**src/rtl/factorial_arbiter.sv**
```systemverilog
// -----------------------------------------------------------------------------
// factorial_arbiter
//
// Shares one external factorial engine between up to four requesters. A
// round-robin scan picks one request per service. An operand too large for a
// 16-bit result is refused without touching the engine. Otherwise the operand
// is handed to the engine and the arbiter waits for done, with a timeout as
// a safeguard. The served requester receives a one-cycle response pulse.
//
// Handshakes:
//   req/rsp_valid : a requester holds req high (operand stable on its
//                   req_data slice) until it sees its rsp_valid bit pulse for
//                   one cycle, then drops req. Requests are sampled only in
//                   IDLE, so a req still high in the next IDLE is a new request.
//   fu_start/fu_done : fu_start rises with fu_data and stays high and stable
//                   until fu_done is sampled high (or the timeout fires).
//                   fu_fact is taken in the cycle that fu_done is high.
//                   fu_done outside RUN is ignored.
//
// Ports:
//   clk        in   clock, rising edge
//   reset_n    in   asynchronous reset, ACTIVE HIGH (1 = reset)
//   req        in   [N_REQ-1:0]   per-requester request level
//   req_data   in   [4*N_REQ-1:0] operands, requester i uses [4i+3:4i]
//   rsp_valid  out  [N_REQ-1:0]   one-cycle pulse to the served requester
//   rsp_fact   out  [15:0]        result, valid with rsp_valid
//   rsp_err    out  operand too large or engine timed out
//   busy       out  high whenever the FSM is not in IDLE
//   gnt_id     out  [1:0]         requester currently or last served
//   fu_start   out  engine start, held until done or timeout
//   fu_data    out  [3:0]         engine operand
//   fu_done    in   engine done
//   fu_fact    in   [15:0]        engine result
//
// The FSM state is kept in the signal 'state' (type state_t). Checkers can
// observe it by hierarchical reference.
// -----------------------------------------------------------------------------
module factorial_arbiter #(
  parameter int N_REQ   = 4,
  parameter int MAX_N   = 8,
  parameter int TIMEOUT = 1000
) (
  input  logic                 clk,
  input  logic                 reset_n,
  input  logic [N_REQ-1:0]     req,
  input  logic [4*N_REQ-1:0]   req_data,
  output logic [N_REQ-1:0]     rsp_valid,
  output logic [15:0]          rsp_fact,
  output logic                 rsp_err,
  output logic                 busy,
  output logic [1:0]           gnt_id,
  output logic                 fu_start,
  output logic [3:0]           fu_data,
  input  logic                 fu_done,
  input  logic [15:0]          fu_fact
);

  typedef enum logic [1:0] {
    IDLE = 2'd0,
    RUN  = 2'd1,
    RESP = 2'd2
  } state_t;

  // The counter holds the number of completed RUN cycles. The timeout fires
  // on the edge that would take it to TIMEOUT. As a result, fu_start is high
  // for exactly TIMEOUT cycles.
  localparam logic [15:0] CNT_LAST = 16'(TIMEOUT - 1);

  state_t      state, state_nxt;
  logic [1:0]  ptr, ptr_nxt;
  logic [15:0] cnt, cnt_nxt;

  logic [N_REQ-1:0] rsp_valid_nxt;
  logic [15:0]      rsp_fact_nxt;
  logic             rsp_err_nxt;
  logic             busy_nxt;
  logic [1:0]       gnt_id_nxt;
  logic             fu_start_nxt;
  logic [3:0]       fu_data_nxt;

  // Arbitration results
  logic             win_found;
  logic [1:0]       win_idx;
  logic [3:0]       win_data;
  logic             win_bad;
  logic [2:0]       scan_idx;
  logic [N_REQ-1:0] win_onehot;
  logic [N_REQ-1:0] gnt_onehot;

  // ---------------------------------------------------------------------------
  // Round-robin scan: visit requesters ptr, ptr+1, ... (mod N_REQ) and take
  // the first one with req set. Variable indexing is avoided by comparing
  // each candidate against every constant index.
  // ---------------------------------------------------------------------------
  always_comb begin
    win_found = 1'b0;
    win_idx   = 2'd0;
    win_data  = 4'd0;
    scan_idx  = 3'd0;
    for (int i = 0; i < N_REQ; i++) begin
      scan_idx = {1'b0, ptr} + 3'(i);
      if (scan_idx >= 3'(N_REQ)) begin
        scan_idx = scan_idx - 3'(N_REQ);
      end
      for (int k = 0; k < N_REQ; k++) begin
        if (!win_found && (scan_idx == 3'(k)) && req[k]) begin
          win_found = 1'b1;
          win_idx   = 2'(k);
          win_data  = req_data[4*k +: 4];
        end
      end
    end
    win_bad = ({28'd0, win_data} > 32'(MAX_N));
  end

  // One-hot decode of the new winner (for immediate refusal) and of the
  // current grant (for completion out of RUN).
  always_comb begin
    win_onehot = '0;
    gnt_onehot = '0;
    for (int k = 0; k < N_REQ; k++) begin
      win_onehot[k] = (win_idx == 2'(k));
      gnt_onehot[k] = (gnt_id  == 2'(k));
    end
  end

  // ---------------------------------------------------------------------------
  // State and output registers. Every output is registered and clears
  // asynchronously on reset.
  // ---------------------------------------------------------------------------
  always_ff @(posedge clk or posedge reset_n) begin
    if (reset_n) begin
      state     <= IDLE;
      ptr       <= 2'd0;
      cnt       <= 16'd0;
      rsp_valid <= '0;
      rsp_fact  <= 16'd0;
      rsp_err   <= 1'b0;
      busy      <= 1'b0;
      gnt_id    <= 2'd0;
      fu_start  <= 1'b0;
      fu_data   <= 4'd0;
    end else begin
      state     <= state_nxt;
      ptr       <= ptr_nxt;
      cnt       <= cnt_nxt;
      rsp_valid <= rsp_valid_nxt;
      rsp_fact  <= rsp_fact_nxt;
      rsp_err   <= rsp_err_nxt;
      busy      <= busy_nxt;
      gnt_id    <= gnt_id_nxt;
      fu_start  <= fu_start_nxt;
      fu_data   <= fu_data_nxt;
    end
  end

  // ---------------------------------------------------------------------------
  // Next-state and next-output logic. By default every register holds its
  // value, and rsp_valid returns to zero.
  // ---------------------------------------------------------------------------
  always_comb begin
    state_nxt     = state;
    ptr_nxt       = ptr;
    cnt_nxt       = cnt;
    rsp_valid_nxt = '0;
    rsp_fact_nxt  = rsp_fact;
    rsp_err_nxt   = rsp_err;
    gnt_id_nxt    = gnt_id;
    fu_start_nxt  = fu_start;
    fu_data_nxt   = fu_data;

    unique case (state)
      IDLE: begin
        if (win_found) begin
          gnt_id_nxt = win_idx;
          if (win_bad) begin
            // Result would overflow 16 bits: refuse without using the engine.
            state_nxt     = RESP;
            rsp_valid_nxt = win_onehot;
            rsp_err_nxt   = 1'b1;
            rsp_fact_nxt  = 16'd0;
          end else begin
            state_nxt    = RUN;
            fu_start_nxt = 1'b1;
            fu_data_nxt  = win_data;
            cnt_nxt      = 16'd0;
          end
        end
      end

      RUN: begin
        cnt_nxt = cnt + 16'd1;
        // done takes priority over a timeout that expires in the same cycle
        if (fu_done) begin
          state_nxt     = RESP;
          fu_start_nxt  = 1'b0;
          rsp_valid_nxt = gnt_onehot;
          rsp_fact_nxt  = fu_fact;
          rsp_err_nxt   = 1'b0;
        end else if (cnt == CNT_LAST) begin
          state_nxt     = RESP;
          fu_start_nxt  = 1'b0;
          rsp_valid_nxt = gnt_onehot;
          rsp_fact_nxt  = 16'd0;
          rsp_err_nxt   = 1'b1;
        end
      end

      RESP: begin
        // The response pulse is driven in this cycle. Next, rotate priority
        // so that the requester after the one just served goes first.
        state_nxt = IDLE;
        if (gnt_id == 2'(N_REQ - 1)) begin
          ptr_nxt = 2'd0;
        end else begin
          ptr_nxt = gnt_id + 2'd1;
        end
      end

      default: begin
        state_nxt    = IDLE;
        fu_start_nxt = 1'b0;
      end
    endcase

    busy_nxt = (state_nxt != IDLE);
  end

endmodule

```
**config.mk**
```make
export PLATFORM = sky130hd
export DESIGN_NAME = factorial_arbiter
export DESIGN_NICKNAME = d
export VERILOG_FILES = /design/src/rtl/factorial_arbiter.sv
export SDC_FILE = /design/constraint.sdc
export NUM_CORES = 1
export LEC_CHECK = 0
export ABC_AREA = 1
export BUFFER_PORTS_ARGS = -buffer_cell sky130_fd_sc_hd__buf_2
export CAP_MARGIN = 20
export CORE_MARGIN = 2
export CORE_UTILIZATION = 60
export CTS_CLUSTER_DIAMETER = 150
export DETAILED_ROUTE_END_ITERATION = 8
export GPL_TIMING_DRIVEN = 0
export PLACE_DENSITY = 0.82
export SLEW_MARGIN = 10
export SYNTH_ARGS = -nofsm -noshare
export SYNTH_HDL_FRONTEND = slang
export SYNTH_SLANG_ARGS = --single-unit
```
**constraint.sdc**
```tcl
create_clock -name clk -period 7.25 [get_ports clk]
set_input_delay 1.45 -clock clk [delete_from_list [all_inputs] [get_ports clk]]
set_output_delay 1.45 -clock clk [all_outputs]
set_load 0.005 [all_outputs]
```
# Word level (Yosys, flattened, before mapping)
# Cells that the tools add are included.
[word_totals]
elab_cells = 191
ff_bits = 49
in_bits = 39
[op_classes]
muxes = 80
magnitude_cmp = 5
n_bitwise = 2
add_sub_neg = 9
eq_ne = 25
reduce_logical = 60
[op_table]
columns = ["op", "n"]
rows = [
  ["2-to-1 mux 16 bit", 6],
  ["2-to-1 mux 4 bit", 20],
  ["case mux 16 bit (2 select lines)", 2],
  ["2-to-1 mux 2 bit", 19],
  ["logical AND 1 bit", 31],
  ["2-to-1 mux 1 bit", 25],
  ["== test 3 x 2 -> 1 bit (second input constant)", 8],
  ["adder 16 x 1 -> 16 bit (second input constant)", 1],
  ["== test 16 x 10 -> 1 bit (second input constant)", 1],
  ["zero test 1 bit", 15],
  ["== test 3 x 1 -> 1 bit (second input constant)", 4],
  ["zero test 3 bit", 4],
  ["2-to-1 mux 3 bit", 4],
  ["== test 2 bit (second input constant)", 5],
  ["greater-or-equal comparator 3 bit (second input constant)", 3],
  ["subtractor 3 bit (second input constant)", 3],
  ["case mux 4 bit (2 select lines)", 1],
  ["AND reduction 4 bit", 2],
  ["adder 2 x 2 -> 3 bit (second input constant)", 2],
  ["== test 2 x 1 -> 1 bit (second input constant)", 3],
  ["zero test 2 bit", 3],
  ["inequality test 2 bit (second input constant)", 3],
  ["AND reduction 3 bit", 2],
  ["greater-than comparator 4 bit (second input constant)", 1],
  ["other kinds (11)", 13],
]

# Depth between registers and ports, before layout
# Gate-level depths: netlist (run 1).
[depth]
depth_word = 70
depth_mapped = 22
mapped_depth_nobuf = 20

# Least setup slack after synthesis (run 1)
# No wires, ideal clock.
[synth_timing]
path_kind = "input port to flip-flop"
start = "in req[3]"
end = "reg rsp_fact[10]"
arrival_time_ns = 3.305
slack_ns = 3.827
stages = 17
path_cell_list = "nand3_2 > nand2_4 > nor2_4 > nand4_4 > nor2_8 > nand4_4 > nor2_4 > nand3_2 > nor2_4 > nand2_2 > nor2_1 > nor2_2 > nand2_4 > nand3_4 > buf_2 > nand3_1 > nand2_1"
[synth_between]
elab_chain_cells = 53
elab_cells_between_ends = 67
cone_classes = "order compare: 1; eq/ne: 2; mux: 26; reduce/logical: 38"
[synth_rtl]
columns = ["item", "line_no", "text"]
rows = [
  ["start: declaration", "45", "input logic [N_REQ-1:0] req,"],
  ["logical AND 1 bit", "106", "if (!win_found && (scan_idx == 3'(k)) && req[k]) begin"],
  ["2-to-1 mux 1 bit", "106", ""],
  ["zero test 1 bit", "106", ""],
  ["logical AND 1 bit (2 in a row)", "106", ""],
  ["2-to-1 mux 1 bit", "106", ""],
  ["zero test 1 bit", "106", ""],
  ["logical AND 1 bit (2 in a row)", "106", ""],
  ["2-to-1 mux 1 bit", "106", ""],
  ["(+33 left out)", "n/a", ""],
  ["logical AND 1 bit (2 in a row)", "106", ""],
  ["2-to-1 mux 1 bit", "106", ""],
  ["zero test 1 bit", "106", ""],
  ["logical AND 1 bit (2 in a row)", "106", ""],
  ["2-to-1 mux 4 bit", "106", ""],
  ["greater-than comparator 4 bit", "113", "win_bad = ({28'd0, win_data} > 32'(MAX_N));"],
  ["inequality test 2 bit (no line)", "n/a", ""],
  ["AND reduction 4 bit (no line) (*)", "n/a", ""],
  ["end signal: assignment", "148", "rsp_fact <= rsp_fact_nxt;"],
  ["end: declaration", "48", "output logic [15:0] rsp_fact,"],
]
# Mark *: on every way between the ends. The rest lies on a longest branch, timed or not.
# A chain may end at the register's enable or synchronous reset.

# Worst setup path after layout (run 1)
[layout_timing]
start = "in req[0]"
end = "reg fu_data[0]"
[layout_between]
elab_chain_cells = 65
elab_cells_between_ends = 81
cone_classes = "order compare: 1; mux: 32; bitwise: 1; reduce/logical: 47"
[layout_rtl]
columns = ["item", "line_no", "text"]
rows = [
  ["logical AND 1 bit", "106", ""],
  ["2-to-1 mux 1 bit", "106", ""],
  ["zero test 1 bit", "106", ""],
  ["logical AND 1 bit (2 in a row)", "106", ""],
  ["2-to-1 mux 1 bit", "106", ""],
  ["zero test 1 bit", "106", ""],
  ["logical AND 1 bit (2 in a row)", "106", ""],
  ["2-to-1 mux 1 bit", "106", ""],
  ["(+45 left out)", "n/a", ""],
  ["logical AND 1 bit (2 in a row)", "106", ""],
  ["2-to-1 mux 1 bit", "106", ""],
  ["zero test 1 bit", "106", ""],
  ["logical AND 1 bit (2 in a row)", "106", ""],
  ["2-to-1 mux 4 bit", "106", ""],
  ["greater-than comparator 4 bit", "113", ""],
  ["inverter 1 bit (no line)", "n/a", ""],
  ["AND reduction 3 bit (no line)", "n/a", ""],
  ["end signal: assignment", "153", "fu_data <= fu_data_nxt;"],
  ["end: declaration", "53", "output logic [3:0] fu_data,"],
]
# Parallel ways exist; a longest one is shown, timed or not.

==> results of run 1 <==
[flip-flops by register name, summed over array words and instances (netlist names)]
signal,cells
rsp_fact,16
busy,1
state,2
fu_start,1
rsp_err,1
rsp_valid,4
cnt,16
fu_data,4
ptr,2
gnt_id,2
[path summary, 6_finish.rpt]
| check | start | endpoint | slack (ns) | cells past startpoint |
|---|---|---|---|---|
| min | fu_data[2]$_DFFE_PP0P_ | fu_data[2]$_DFFE_PP0P_ | 0.48 | 2 |
| max in group asynchronous | reset_n | cnt[7]$_DFFE_PP0P_ | 5.63 | 3 |
| max reg2reg | ptr[1]$_DFFE_PP0P_ | fu_data[0]$_DFFE_PP0P_ | 4.24 | 17 |
| min in group asynchronous | reset_n | cnt[1]$_DFFE_PP0P_ | 1.12 | 2 |
| max | req[0] | fu_data[0]$_DFFE_PP0P_ | 3.43 | 20 |
| min reg2reg | fu_data[2]$_DFFE_PP0P_ | fu_data[2]$_DFFE_PP0P_ | 0.48 | 2 |
[layer usage]
layer	vias up	part of all wire, %
met5	-	0
li1	1723	-
met4	0	0.63
met2	134	46
met1	1554	46
met3	8	7.4
[critical path: cells and delay by family]
kind | cells | cell delay [ns]
AO/OA/AOI/OAI | 1 | 0.07
buffers and inverters | 3 | 0.34
AND/OR/NAND/NOR | 16 | 2.15
[cell usage after synthesis]
cell	count
inv_2	6
nand4_2	1
nor3_2	2
nor2_4	3
xnor2_1	1
nand2_4	3
nor4_1	4
inv_1	50
inv_4	1
buf_4	1
o22ai_1	1
nor2_8	1
nand2_2	3
nor2_2	3
nand3_1	81
dfrtp_1	49
buf_6	3
clkinv_1	1
buf_2	1
ha_1	5
nor2_1	61
nand2_1	137
nor3_1	12
o21ai_1	6
nand3_4	1
or2_2	6
o211ai_1	1
clkbuf_1	5
nand3_2	4
nand4_1	21
o21ai_0	7
nand4_4	2
[area by class of cell]
| type | instances | area (um2) |
|---|---|---|
| sequential | 49 | 1230 |
| fill | 475 | 1570 |
| tap | 72 | 90.1 |
| multi-input combinational | 366 | 1810 |
| inverter | 58 | 220 |
| buffer | 10 | 65.1 |
| timing repair buffer | 68 | 355 |
| clock inverter | 3 | 28.8 |
| clock buffer | 5 | 68.8 |
[power by group]
group | internal (mW) | switching, mW | leakage, nW | total, mW
Sequential | 0.355 | 0.0489 | 0.644 | 0.404
Clock | 0.0730 | 0.102 | 0.0511 | 0.175
Combinational | 0.271 | 0.518 | 1.41 | 0.789
Total | 0.699 | 0.668 | 2.10 | 1.37
[stage by stage]
| stage | total power [mW] | area, um2 | instances | hold slack, ns |
|---|---|---|---|---|
| 2_1_floorplan | 0.971 | 3320 | 483 | 0.464 |
| 3_3_place_gp | 1.17 | 3750 | 622 | 0.462 |
| 3_5_place_dp | 1.19 | 3770 | 623 | 0.458 |
| 4_1_cts | 1.37 | 3860 | 631 | 0.486 |
| 5_1_grt | 1.49 | 3860 | 631 | 0.508 |
| 6_report | 1.37 | 3860 | 631 | 0.479 |
[cells by family (layout without fill, tap and decap cells)]
kind of cell | Yosys count | in the layout | share of synthesized area (%)
AOI/OAI and AO/OA | 15 | 15 | 2.37
DFF | 49 | 49 | 36.9
xor gates and xnor gates | 1 | 1 | 0.264
and+or+nand+nor | 345 | 345 | 50.0
adders and majority gates | 5 | 5 | 1.88
buffers and inverters | 68 | 144 | 8.59
==> results.py, run 1 <==
metrics = {
    "critical_path": {
        "path_max_fanout": 7,
        "slowest_delay_ns": 0.42,
        "cp.arrival_ns": 4.02,
        "cp_cell_sequence": "buf_2, inv_1, nor2_1, inv_2, nand3_1, nor2_1, nor2_1, nand2_1, nor2_1, nand3_1, nor2_1, nand3_1, nor2_1, nand3_1, nor2_1, nand2_4, nand2_1, nand2_1, nand2_1, o21ai_1",
        "cp_common_cell": "nor2_1",
        "start_kind": "input pin",
        "cp_data_required_time_ns": 7.45,
        "cp-end-kind": "flip-flop",
        "cp_slowest_cell": "nor2_1",
        "critPathKind": "input pin to flip-flop",
    },
    "pwr": {
        "vdd_ir_drop_max_uv": 210,
        "leakage_nw": 2.10,
        "power.density_nw_per_um2": 354,
    },
    "die": {
        "rows": 27,
        "die_h_um": 78.4,
        "start_util_pct": 61.1,
        "fp.coreArea_um2": 5440,
        "io_pins": 68,
        "die_x_um": 78.4,
        "die_area_um2": 6150,
    },
    "sta": {
        "period_minus_slack_ns": 3.82,
        "fin_setup_tns_ns": 0,
        "finalHoldViolations": 0,
        "finalCritPeriodShare_pct": 52.6,
        "fmax_mhz": 262,
        "tightestPinTransition_ns": 0.717,
        "final_max_slew_viol_count": 0,
        "rsz0062_at_grt": "no",
        "finClkSkew_ns": 0.0142,
        "setup_viol": 0,
        "slew_headroom_pct": 52.0,
        "fin_ws_ns": 3.43,
    },
    "global_route": {
        "globalRouteMet2Util_pct": 45.3,
        "globalRouteOverflowTotal": 0,
        "grt_first_pass_wirelength_um": 13800,
        "grt_pass1_vias": 3029,
        "grt_use_met3_pct": 3.45,
        "grt_start_max_net_pins": 32,
        "busiest_layer": "met2",
        "antenna_found_initial": 0,
        "use_met1_pct": 40.4,
        "grt_util_all_layers_pct": 27.8,
    },
    "synthesis": {
        "yosys-top-cells-area": "dfrtp_1 37%, nand2_1 15%, nand3_1 12%",
        "synth_area_per_cell_um2": 6.88,
        "netlist_area_um2": 3320,
        "synth_top_area_share_pct": 36.9,
        "yosysTopAreaCell": "dfrtp_1",
        "syn_inst": 483,
        "synth_cell_types": 32,
        "ys_warn_count": 0,
        "syn-num-nets": 527,
        "ys_seq_elements": 49,
        "seq_area_frac_synth_pct": 36.9,
    },
    "cts": {
        "path_clk_slew_ns": 0.11,
        "holdBufCountCts": 0,
        "postCtsSetupRepairBufs": 0,
        "clkLatencyLatePin_ns": 0.31,
        "htreeDepth": 2,
        "ctsResizeCount": 0,
        "cts_buffers": 5,
        "cts_sinks": 49,
        "clock_path_buffers": 2,
        "cts_tree": "done",
        "cts_root_buf": "clkbuf_8",
    },
    "route": {
        "drc_errors": 0,
        "vias": 3419,
        "vias_per_cell": 5.42,
        "drt-wirelength-per-cell_um": 13.0,
        "drtIter0Drc": 211,
        "ant_nets": 0,
        "wirelength_um": 8230,
        "firstDrtPassIters": 6,
    },
    "final_layout": {
        "syn_to_final_growth_pct": 16.3,
        "finalNetCount": 602,
        "diodes": 0,
        "layout_commonest_cell": "nand2_1",
        "layout_common_cells": "137 x nand2_1, 81 x nand3_1, 68 x buf_2, 61 x nor2_1",
        "final_core_util_pct": 71.1,
        "drive_gt1_share_pct": 21.1,
    },
    "job": {
        "drv_cap": 0,
    },
    "hold_path": {
        "hold_path_class": "flip-flop to flip-flop",
    },
    "placement": {
        "place_ws_ns": 3.18,
        "io_buffers": 67,
        "hpwl_um": 6560,
        "globalplace.congestion": 0.962,
    },
    "status": {
        "status": "finished, final reports clean",
    },
}
No activity file was read; power rests on OpenSTA's default activity.
==> inputs of run 2 (changes only) <==
--- a/config.mk
+++ b/config.mk
@@ -9,11 +9,11 @@
 export BUFFER_PORTS_ARGS = -buffer_cell sky130_fd_sc_hd__buf_2
 export CAP_MARGIN = 20
 export CORE_MARGIN = 2
-export CORE_UTILIZATION = 60
+export CORE_UTILIZATION = 50
 export CTS_CLUSTER_DIAMETER = 150
 export DETAILED_ROUTE_END_ITERATION = 8
 export GPL_TIMING_DRIVEN = 0
-export PLACE_DENSITY = 0.82
+export PLACE_DENSITY = 0.73
 export SLEW_MARGIN = 10
 export SYNTH_ARGS = -nofsm -noshare
 export SYNTH_HDL_FRONTEND = slang
==> constraint.sdc (replaced) <==
create_clock -name clk -period 3.2 [get_ports clk]
set_input_delay 0.64 -clock clk [delete_from_list [all_inputs] [get_ports clk]]
set_output_delay 0.64 -clock clk [all_outputs]
set_load 0.005 [all_outputs]
==> run 2 against run 1 <==
Net effect: largest cell class unchanged; core utilization down 10 points; combinational power up 130%; critical path depth unchanged; power up 130%.
==> results.py, run 2 (same netlist as run 1, synthesis figures left out) <==
metrics = {
    "status": {
        "status": "finished, final reports clean",
    },
    "placement": {
        "globalplace.congestion": 0.952,
        "hpwl_um": 6780,
        "place_ws_ns": -0.0539,
        "placed_area_um2": 3770,
        "io_buffers": 67,
    },
    "final_layout": {
        "layout_commonest_cell": "nand2_1",
        "diodes": 0,
        "syn_to_final_growth_pct": 17.1,
        "regArea_um2": 1230,
        "drive_gt1_share_pct": 22.0,
        "layout_common_cells": "136 x nand2_1, 80 x nand3_1, 68 x buf_2, 59 x nor2_1",
        "fin_area_um2": 3890,
        "multi_input_comb_area_um2": 1820,
        "reg.largest.list": "cnt (16), rsp_fact (16)",
        "finalNetCount": 603,
        "fillers": 620,
    },
    "critical_path": {
        "start_kind": "flip-flop",
        "reg2regPathDepth": 20,
        "cp_data_required_time_ns": 3.46,
        "cp.arrival_ns": 3.22,
        "critPathKind": "flip-flop to flip-flop",
        "cp-end-kind": "flip-flop",
        "path_max_fanout": 10,
    },
    "sta": {
        "finalHoldViolations": 0,
        "slew_headroom_pct": 47.0,
        "final_max_slew_viol_count": 0,
        "finalCritPeriodShare_pct": 92.7,
        "period_minus_slack_ns": 2.97,
        "fin_ws_ns": 0.233,
        "rsz0062_at_grt": "no",
        "fmax_mhz": 337,
        "finClkSkew_ns": 0.0105,
        "setup_viol": 0,
        "tightestPinTransition_ns": 0.791,
    },
    "pwr": {
        "power.density_nw_per_um2": 806,
        "vdd_ir_drop_max_uv": 431,
        "leakage_nw": 2.11,
    },
    "die": {
        "fp.coreArea_um2": 6390,
        "io_pins": 68,
        "die_area_um2": 7310,
        "die_x_um": 85.5,
        "rows": 29,
        "start_util_pct": 52.0,
        "die_h_um": 85.5,
    },
    "cts": {
        "holdBufCountCts": 0,
        "cts_sinks": 49,
        "clkLatencyLatePin_ns": 0.31,
        "htreeDepth": 2,
        "clock_path_buffers": 2,
        "cts_buffers": 5,
        "cts_tree": "done",
        "path_clk_slew_ns": 0.10,
        "cts_root_buf": "clkbuf_8",
    },
    "route": {
        "drtIter0Drc": 215,
        "drt-wirelength-per-cell_um": 13.5,
        "drc_errors": 0,
        "firstDrtPassIters": 4,
        "vias": 3360,
        "vias_per_cell": 5.27,
        "ant_nets": 0,
        "wirelength_um": 8610,
    },
    "global_route": {
        "grt_util_all_layers_pct": 24.9,
        "grt_first_pass_wirelength_um": 14600,
        "antenna_found_initial": 0,
        "grt_pass1_vias": 3087,
        "grt_start_max_net_pins": 33,
        "globalRouteOverflowTotal": 0,
    },
    "hold_path": {
        "hold_path_class": "input pin to async pin",
    },
    "job": {
        "drv_cap": 0,
    },
}
## run 2: final cells by class
class | instances | share of cell area, %
timing repair buffer | 69 | 9.32
clock inverter | 3 | 0.740
clock buffer | 5 | 1.77
tap | 77 | 2.48
buffer | 10 | 1.67
inverter | 58 | 5.66
sequential | 49 | 31.5
multi-input combinational | 366 | 46.8
## run 2: routing by layer
layer  up-vias  wire length (um)  GRT usage (%)
li1       1725                 -              -
met1      1519              4240           37.3
met2       105              3780           38.1
met3        11               468           3.46
met4         0               121           6.20
met5         -                 0              0
## run 2: report_power, final
group | internal, mW | switching (mW)
registers | 0.804 | 0.105
logic | 0.632 | 1.20
clock network | 0.164 | 0.236
## run 2: critical path, cell delays in order, from the launching register on
cell	delay (ns)
dfrtp_1	0.38
buf_4	0.18
nand3_2	0.18
nand2_4	0.08
nor2_4	0.19
nand4_4	0.18
nor2_8	0.20
nand4_4	0.15
nor2_4	0.20
buf_4	0.16
nand3_1	0.07
nand3_1	0.11
nor2_1	0.04
nor2_1	0.14
nor2_2	0.09
nand2_4	0.09
nand3_4	0.09
nand2_4	0.12
buf_6	0.15
nand2_1	0.06
nand2_1	0.06
## run 2: metrics by stage
stage	hold WS (ns)	cells	power [mW]	TNS [ns]	utilization [%]
final	0.289	637	3.14	0	60.9
after global routing	0.297	637	3.44	0	60.9
after CTS	0.297	636	3.13	0	60.6
after detailed placement	0.478	628	2.72	-0.810	59.1
after global placement	0.450	627	2.67	-0.00405	58.8
after floorplan	0.464	483	2.20	0	-
## run 2: final timing paths
check | from | to | slack [ns]
min reg2reg | fu_data[2]$_DFFE_PP0P_ | fu_data[2]$_DFFE_PP0P_ | 0.49
max reg2reg | ptr[1]$_DFFE_PP0P_ | cnt[12]$_DFFE_PP0P_ | 0.23
min | reset_n | rsp_fact[9]$_DFFE_PP0P_ | 0.29
max | ptr[1]$_DFFE_PP0P_ | cnt[12]$_DFFE_PP0P_ | 0.23
min in group clk | fu_data[2]$_DFFE_PP0P_ | fu_data[2]$_DFFE_PP0P_ | 0.49
max in group asynchronous | reset_n | ptr[0]$_DFFE_PP0P_ | 2.40
## run 2: timing repair
action | 4_1_cts | 5_1_grt
setup buffers | 0 | 1
gates resized for setup | 0 | 4
endpoints found under the setup margin | 0 | 28
